[config.mk]
export PLATFORM = sky130hd
export DESIGN_NAME = div32_seq
export DESIGN_NICKNAME = d
export VERILOG_FILES = /design/src/rtl/div32_seq.sv
export SDC_FILE = /design/constraint.sdc
export NUM_CORES = 1
export LEC_CHECK = 0
export BUFFER_PORTS_ARGS = -buffer_cell sky130_fd_sc_hd__buf_2
export CAP_MARGIN = 20
export CORE_AREA = 3 3 121 182
export DETAILED_ROUTE_END_ITERATION = 12
export DIE_AREA = 0 0 124 185
export SETUP_SLACK_MARGIN = 0.15
export SYNTH_ARGS = -nofsm -noshare
export SYNTH_HDL_FRONTEND = slang
export SYNTH_SLANG_ARGS = --single-unit
[constraint.sdc]
create_clock -name i_clk -period 6.5 [get_ports i_clk]
set_clock_uncertainty 0.15 [all_clocks]
set_input_delay 1.3 -clock i_clk [delete_from_list [all_inputs] [get_ports i_clk]]
set_output_delay 1.3 -clock i_clk [all_outputs]
set_load 0.02 [all_outputs]
[src/rtl/div32_seq.sv]
// div32_seq: sequential 32-bit restoring divider (quotient on LO, remainder on HI).
// Optional feature macro: DIV32_SEQ_SIGNED_EN enables two's-complement operands via i_signed;
// without it every operation is unsigned and i_signed is ignored.
// Timing: START accepted at edge k -> 32 shift-subtract steps at edges k+1..k+32,
// sign correction and writeback at edge k+33 (enters FIN, DONE high), IDLE again at k+34.
module div32_seq (
    input  logic        i_clk,
    input  logic        i_rst_n,
    input  logic        i_start,
    input  logic        i_signed,
    input  logic [31:0] i_a,
    input  logic [31:0] i_b,
    output logic [31:0] o_hi,
    output logic [31:0] o_lo,
    output logic        o_busy,
    output logic        o_done,
    output logic        o_div0
);

    typedef enum logic [1:0] {IDLE = 2'd0, CALC = 2'd1, FIN = 2'd2} state_t;

    state_t      r_state;
    state_t      w_state_nxt;
    logic [5:0]  r_cnt;
    logic [31:0] r_rem;
    logic [31:0] r_quo;
    logic [31:0] r_div;
    logic        r_bz;
    logic [31:0] r_hi;
    logic [31:0] r_lo;
    logic        r_div0;

    logic        w_accept;
    logic        w_step;
    logic        w_last;
    logic [31:0] w_mag_a;
    logic [31:0] w_mag_b;
    logic [33:0] w_trial;
    logic        w_fits;
    logic [31:0] w_q_fix;
    logic [31:0] w_r_fix;

    assign w_accept = (r_state == IDLE) && i_start;
    // r_cnt[5] set means all 32 steps are done; that CALC cycle only does the writeback
    assign w_step   = (r_state == CALC) && !r_cnt[5];
    assign w_last   = (r_state == CALC) &&  r_cnt[5];

`ifdef DIV32_SEQ_SIGNED_EN
    logic w_neg_a;
    logic w_neg_b;
    logic r_neg_q;
    logic r_neg_r;

    assign w_neg_a = i_signed & i_a[31];
    assign w_neg_b = i_signed & i_b[31];
    assign w_mag_a = w_neg_a ? (~i_a + 32'd1) : i_a;
    assign w_mag_b = w_neg_b ? (~i_b + 32'd1) : i_b;
    // Truncation toward zero: quotient sign is the xor of operand signs, remainder follows the dividend
    assign w_q_fix = r_neg_q ? (~r_quo + 32'd1) : r_quo;
    assign w_r_fix = r_neg_r ? (~r_rem + 32'd1) : r_rem;

    // Operand signs captured with START and held for the final correction
    always_ff @(posedge i_clk) begin
        if (w_accept) begin
            r_neg_q <= w_neg_a ^ w_neg_b;
            r_neg_r <= w_neg_a;
        end
    end
`else
    logic w_unused_signed;

    assign w_unused_signed = i_signed;
    assign w_mag_a = i_a;
    assign w_mag_b = i_b;
    assign w_q_fix = r_quo;
    assign w_r_fix = r_rem;
`endif

    // Restoring trial subtraction on the partial remainder shifted by one dividend bit;
    // the extra top bit keeps the borrow visible for every divisor including zero
    assign w_trial = {1'b0, r_rem, r_quo[31]} - {2'b00, r_div};
    assign w_fits  = ~w_trial[33];

    // State register, cleared asynchronously
    always_ff @(posedge i_clk or negedge i_rst_n) begin
        if (!i_rst_n) r_state <= IDLE;
        else          r_state <= w_state_nxt;
    end

    // Next-state logic: START is only honoured in IDLE
    always_comb begin
        w_state_nxt = r_state;
        case (r_state)
            IDLE:    if (i_start) w_state_nxt = CALC;
            CALC:    if (r_cnt[5]) w_state_nxt = FIN;
            FIN:     w_state_nxt = IDLE;
            default: w_state_nxt = IDLE;
        endcase
    end

    // Status outputs decoded from the state
    always_comb begin
        o_busy = (r_state != IDLE);
        o_done = (r_state == FIN);
    end

    // Iteration counter: zeroed on accept, counts the 32 steps
    always_ff @(posedge i_clk or negedge i_rst_n) begin
        if (!i_rst_n)    r_cnt <= 6'd0;
        else if (w_accept) r_cnt <= 6'd0;
        else if (w_step)   r_cnt <= r_cnt + 6'd1;
    end

    // Divider datapath: load magnitudes on accept, one shift-subtract per CALC step
    always_ff @(posedge i_clk) begin
        if (w_accept) begin
            r_rem <= 32'd0;
            r_quo <= w_mag_a;
            r_div <= w_mag_b;
            r_bz  <= (i_b == 32'd0);
        end else if (w_step) begin
            r_rem <= w_fits ? w_trial[31:0] : {r_rem[30:0], r_quo[31]};
            r_quo <= {r_quo[30:0], w_fits};
        end
    end

    // Result registers: written once per operation, held until the next writeback.
    // With a zero divisor the remainder path already reproduces A; only LO needs forcing.
    always_ff @(posedge i_clk or negedge i_rst_n) begin
        if (!i_rst_n) begin
            r_hi   <= 32'd0;
            r_lo   <= 32'd0;
            r_div0 <= 1'b0;
        end else if (w_last) begin
            r_hi   <= w_r_fix;
            r_lo   <= r_bz ? 32'hFFFF_FFFF : w_q_fix;
            r_div0 <= r_bz;
        end
    end

    assign o_hi   = r_hi;
    assign o_lo   = r_lo;
    assign o_div0 = r_div0;

endmodule

==> impl_metrics.yaml <==
route:
  vias_per_cell: 4.97
  dr_total_vias: 6367
  drt_iter0_drc: 421
  antenna_left: 0
  wl_um: 19400
  drc_errors: 0
  detail_route.first_pass.iterations: 6
  routedWlPerCell_um: 15.2
cts:
  cts_tree: "yes"
  cts_buffer_depth: 2
  clock_sinks: 170
  worstSkewPairLatency_ns: 0.43
  htreeDepth: 4
  post_cts_buffers: 0
  cts_hold_buf: 0
  root_buffer: "clkbuf_16"
  cts_made_buffers: 17
  clk_pin_slew_worst_paths_ns: 0.07
  cts-resized-gates: 0
sta:
  final_hold_viol_count: 0
  worst_pin_slew_ns: 0.963
  relSlewSlack_pct: 35.6
  rsz0062_at_grt: "false"
  tns_ns: 0
  period_share_pct: 55.2
  period_needed_ns: 3.59
  fmax_mhz: 279
  setup_violations: 0
  slew_viol_final: 0
power:
  pwr-share-seq_pct: 35.7
  p_switching_uw: 2230
  leakage_uw: 0.00469
  ir_drop_uv: 247
  clock_power_share_pct: 18.9
  internal_power_uw: 3180
  p_total_uw: 5410
  power_density_nw_per_um2: 557
  switching_share_pct: 41.2
  power_frac_comb_pct: 45.4
grt:
  use_met1_pct: 22.3
  grt_start_max_net_pins: 99
  grt_pass1_vias: 6379
  grtUsageTotal_pct: 17.6
  grt_overflow: 0
  grtUsageMet3_pct: 3.61
  antenna_found_initial: 0
  grt_pass1_wl_um: 31800
  grt.busiest_layer: "met2"
  use_met2_pct: 29.8
logic_synthesis:
  ys_async_sr_fraction_pct: 42.9
  synthCells: 883
  ys_seq_elements: 170
  seq_area_frac_synth_pct: 53.9
  synth_area_per_cell_um2: 9.28
  synth_area_um2: 8190
  yosysMostFrequentCell: "nand2_1"
  synth_area_leader_cell: "edfxtp_1"
  synth.distinct_cells: 63
  synthTopCellsByCount: "nand2_1, o21ai_0, dfrtp_1"
  yosysTopAreaCellShare_pct: 23.8
  synth_edf_count: 65
  synth_warnings: 0
  synth_nets: 985
  yosys-top-cells-area: "edfxtp_1, dfrtp_1, nand2_1"
  synth_ff_type: "dfrtp_1"
floorplanning:
  die-area_um2: 22900
  coreArea_um2: 20500
  start_util_pct: 40.0
  ios: 135
  num_rows: 64
  fp.dieW_um: 124
  dieHeight_um: 185
placed_design:
  dp_hpwl_um: 13400
  placedCellCount: 1247
  gp_congestion: 0.886
  numPortBuffers: 133
setup_path:
  crit_required_ns: 6.67
  startpoint_type: "flip-flop"
  cp_max_fo: 4
  cp_cell_sequence: "inv_1, ha_1, fa_1, nor2b_1, o2111ai_1, a211oi_1, a21oi_1, a21oi_2, a41oi_2, o41ai_2, a311oi_1, xnor2_1, a2bb2oi_1"
  worstSetupPathType: "reg -> reg"
  r2r_start: "r_quo[31]"
  end_kind: "flip-flop"
  cp_slowest_stage_delay_ns: 0.45
  cp.arrival_ns: 3.76
  r2r_cells: 13
  r2r_slack_ns: 2.91
  startpoint: "r_quo[31]"
  critical_path.endpoint: "r_rem[30]"
  slowest_stage: "o41ai_2"
  r2r_end: "r_rem[30]"
layout:
  areaGrowthSynthToFinish_pct: 18.6
  layout-drive-gt1-share_pct: 18.7
  diodes: 0
  final_cells: 1280
  fin_nets: 1105
status:
  status: "finished clean"
flow_run:
  drv_cap: 0
min_path:
  hp-class: "reg -> reg"
==> worst max-delay path, delay by kind of cell (launching register included) <==
family | cells | cell delay [ns]
compound gates | 8 | 1.91
buf+inv | 1 | 0.06
xor+xnor | 1 | 0.15
fa+ha+maj | 2 | 0.60
flops | 1 | 0.41
simple gates | 1 | 0.21
==> power by group through the flow <==
stage / sequential (µW) / clock [µW] / combinational (µW)
final: 1930 / 1020 / 2450
after global routing: 2000 / 1100 / 2790
after CTS: 1940 / 1050 / 2480
after detailed placement: 1960 / 0 / 2460
after global placement: 1950 / 0 / 2420
after floorplan: 2120 / 0 / 1630
==> through the flow <==
step                      instance area, µm²  worst slack (ns)  utilization (%)  hold slack [ns]
after detailed placement                9090              2.89             44.4            0.308
after global routing                    9720              2.59             47.4            0.339
after CTS                               9690              2.88             47.3            0.323
final                                   9720              2.91             47.4            0.320
after floorplan                         8190              3.34                -            0.290
after global placement                  9090              2.90             44.4            0.304
==> final cells by class <==
type / count / area (µm²)
Clock inverter: 13 / 141
Fill cell: 2074 / 10800
Multi-Input combinational cell: 630 / 3460
Sequential cell: 170 / 4420
Timing Repair Buffer: 142 / 756
Inverter: 42 / 158
Tap cell: 264 / 330
Clock buffer: 19 / 453
==> layout by cell type (no fill, tap or decap), types with 6 or more instances in the layout <==
cell type  synthesis  routed
nand2_1          276     276
buf_2              1     132
o21ai_0           76      76
dfrtp_1           73      73
edfxtp_1          65      65
nor2_1            52      51
a21oi_1           42      42
inv_1             41      41
ha_1              33      33
dfxtp_1           32      32
xnor2_1           20      20
clkbuf_16          0      17
a21o_1            16      16
nor4_1             9       9
xor2_1             9       9
buf_4              2       9
nand4_1            8       8
nor2b_1            7       7
mux2i_1            6       6
==> logic make-up after synthesis <==
logic type,after synthesis,synth area share [%]
fa+ha+maj,34,5.28
flops,170,53.9
xor+xnor,29,3.10
mux,8,1.01
compound gates,182,13.9
buf+inv,83,4.00
simple gates,377,18.8
==> worst min path at each step <==
stage	startpoint	to	cells past startpoint
after floorplan	r_rem[31]	o_hi[31]	2
after global placement	o_hi[17]	o_hi[17]	2
after detailed placement	o_hi[27]	o_hi[27]	2
after CTS	r_rem[3]	o_hi[3]	2
after global routing	r_rem[3]	o_hi[3]	2
final	r_rem[29]	o_hi[29]	2
==> sequential cells by signal, indices dropped and copies added, names as in the netlist, 2 cells and up <==
register,count
r_cnt,6
o_lo,32
r_state,2
o_hi,32
r_div,32
r_rem,32
r_quo,32
==> layer usage <==
layer  share of wire (%)  up-vias
li1                    -     3239
met1                  45     2966
met2                  49      143
met3                 4.1       19
met4                 1.7        0
met5                   0        -
(Power assumes the default switching activity.)
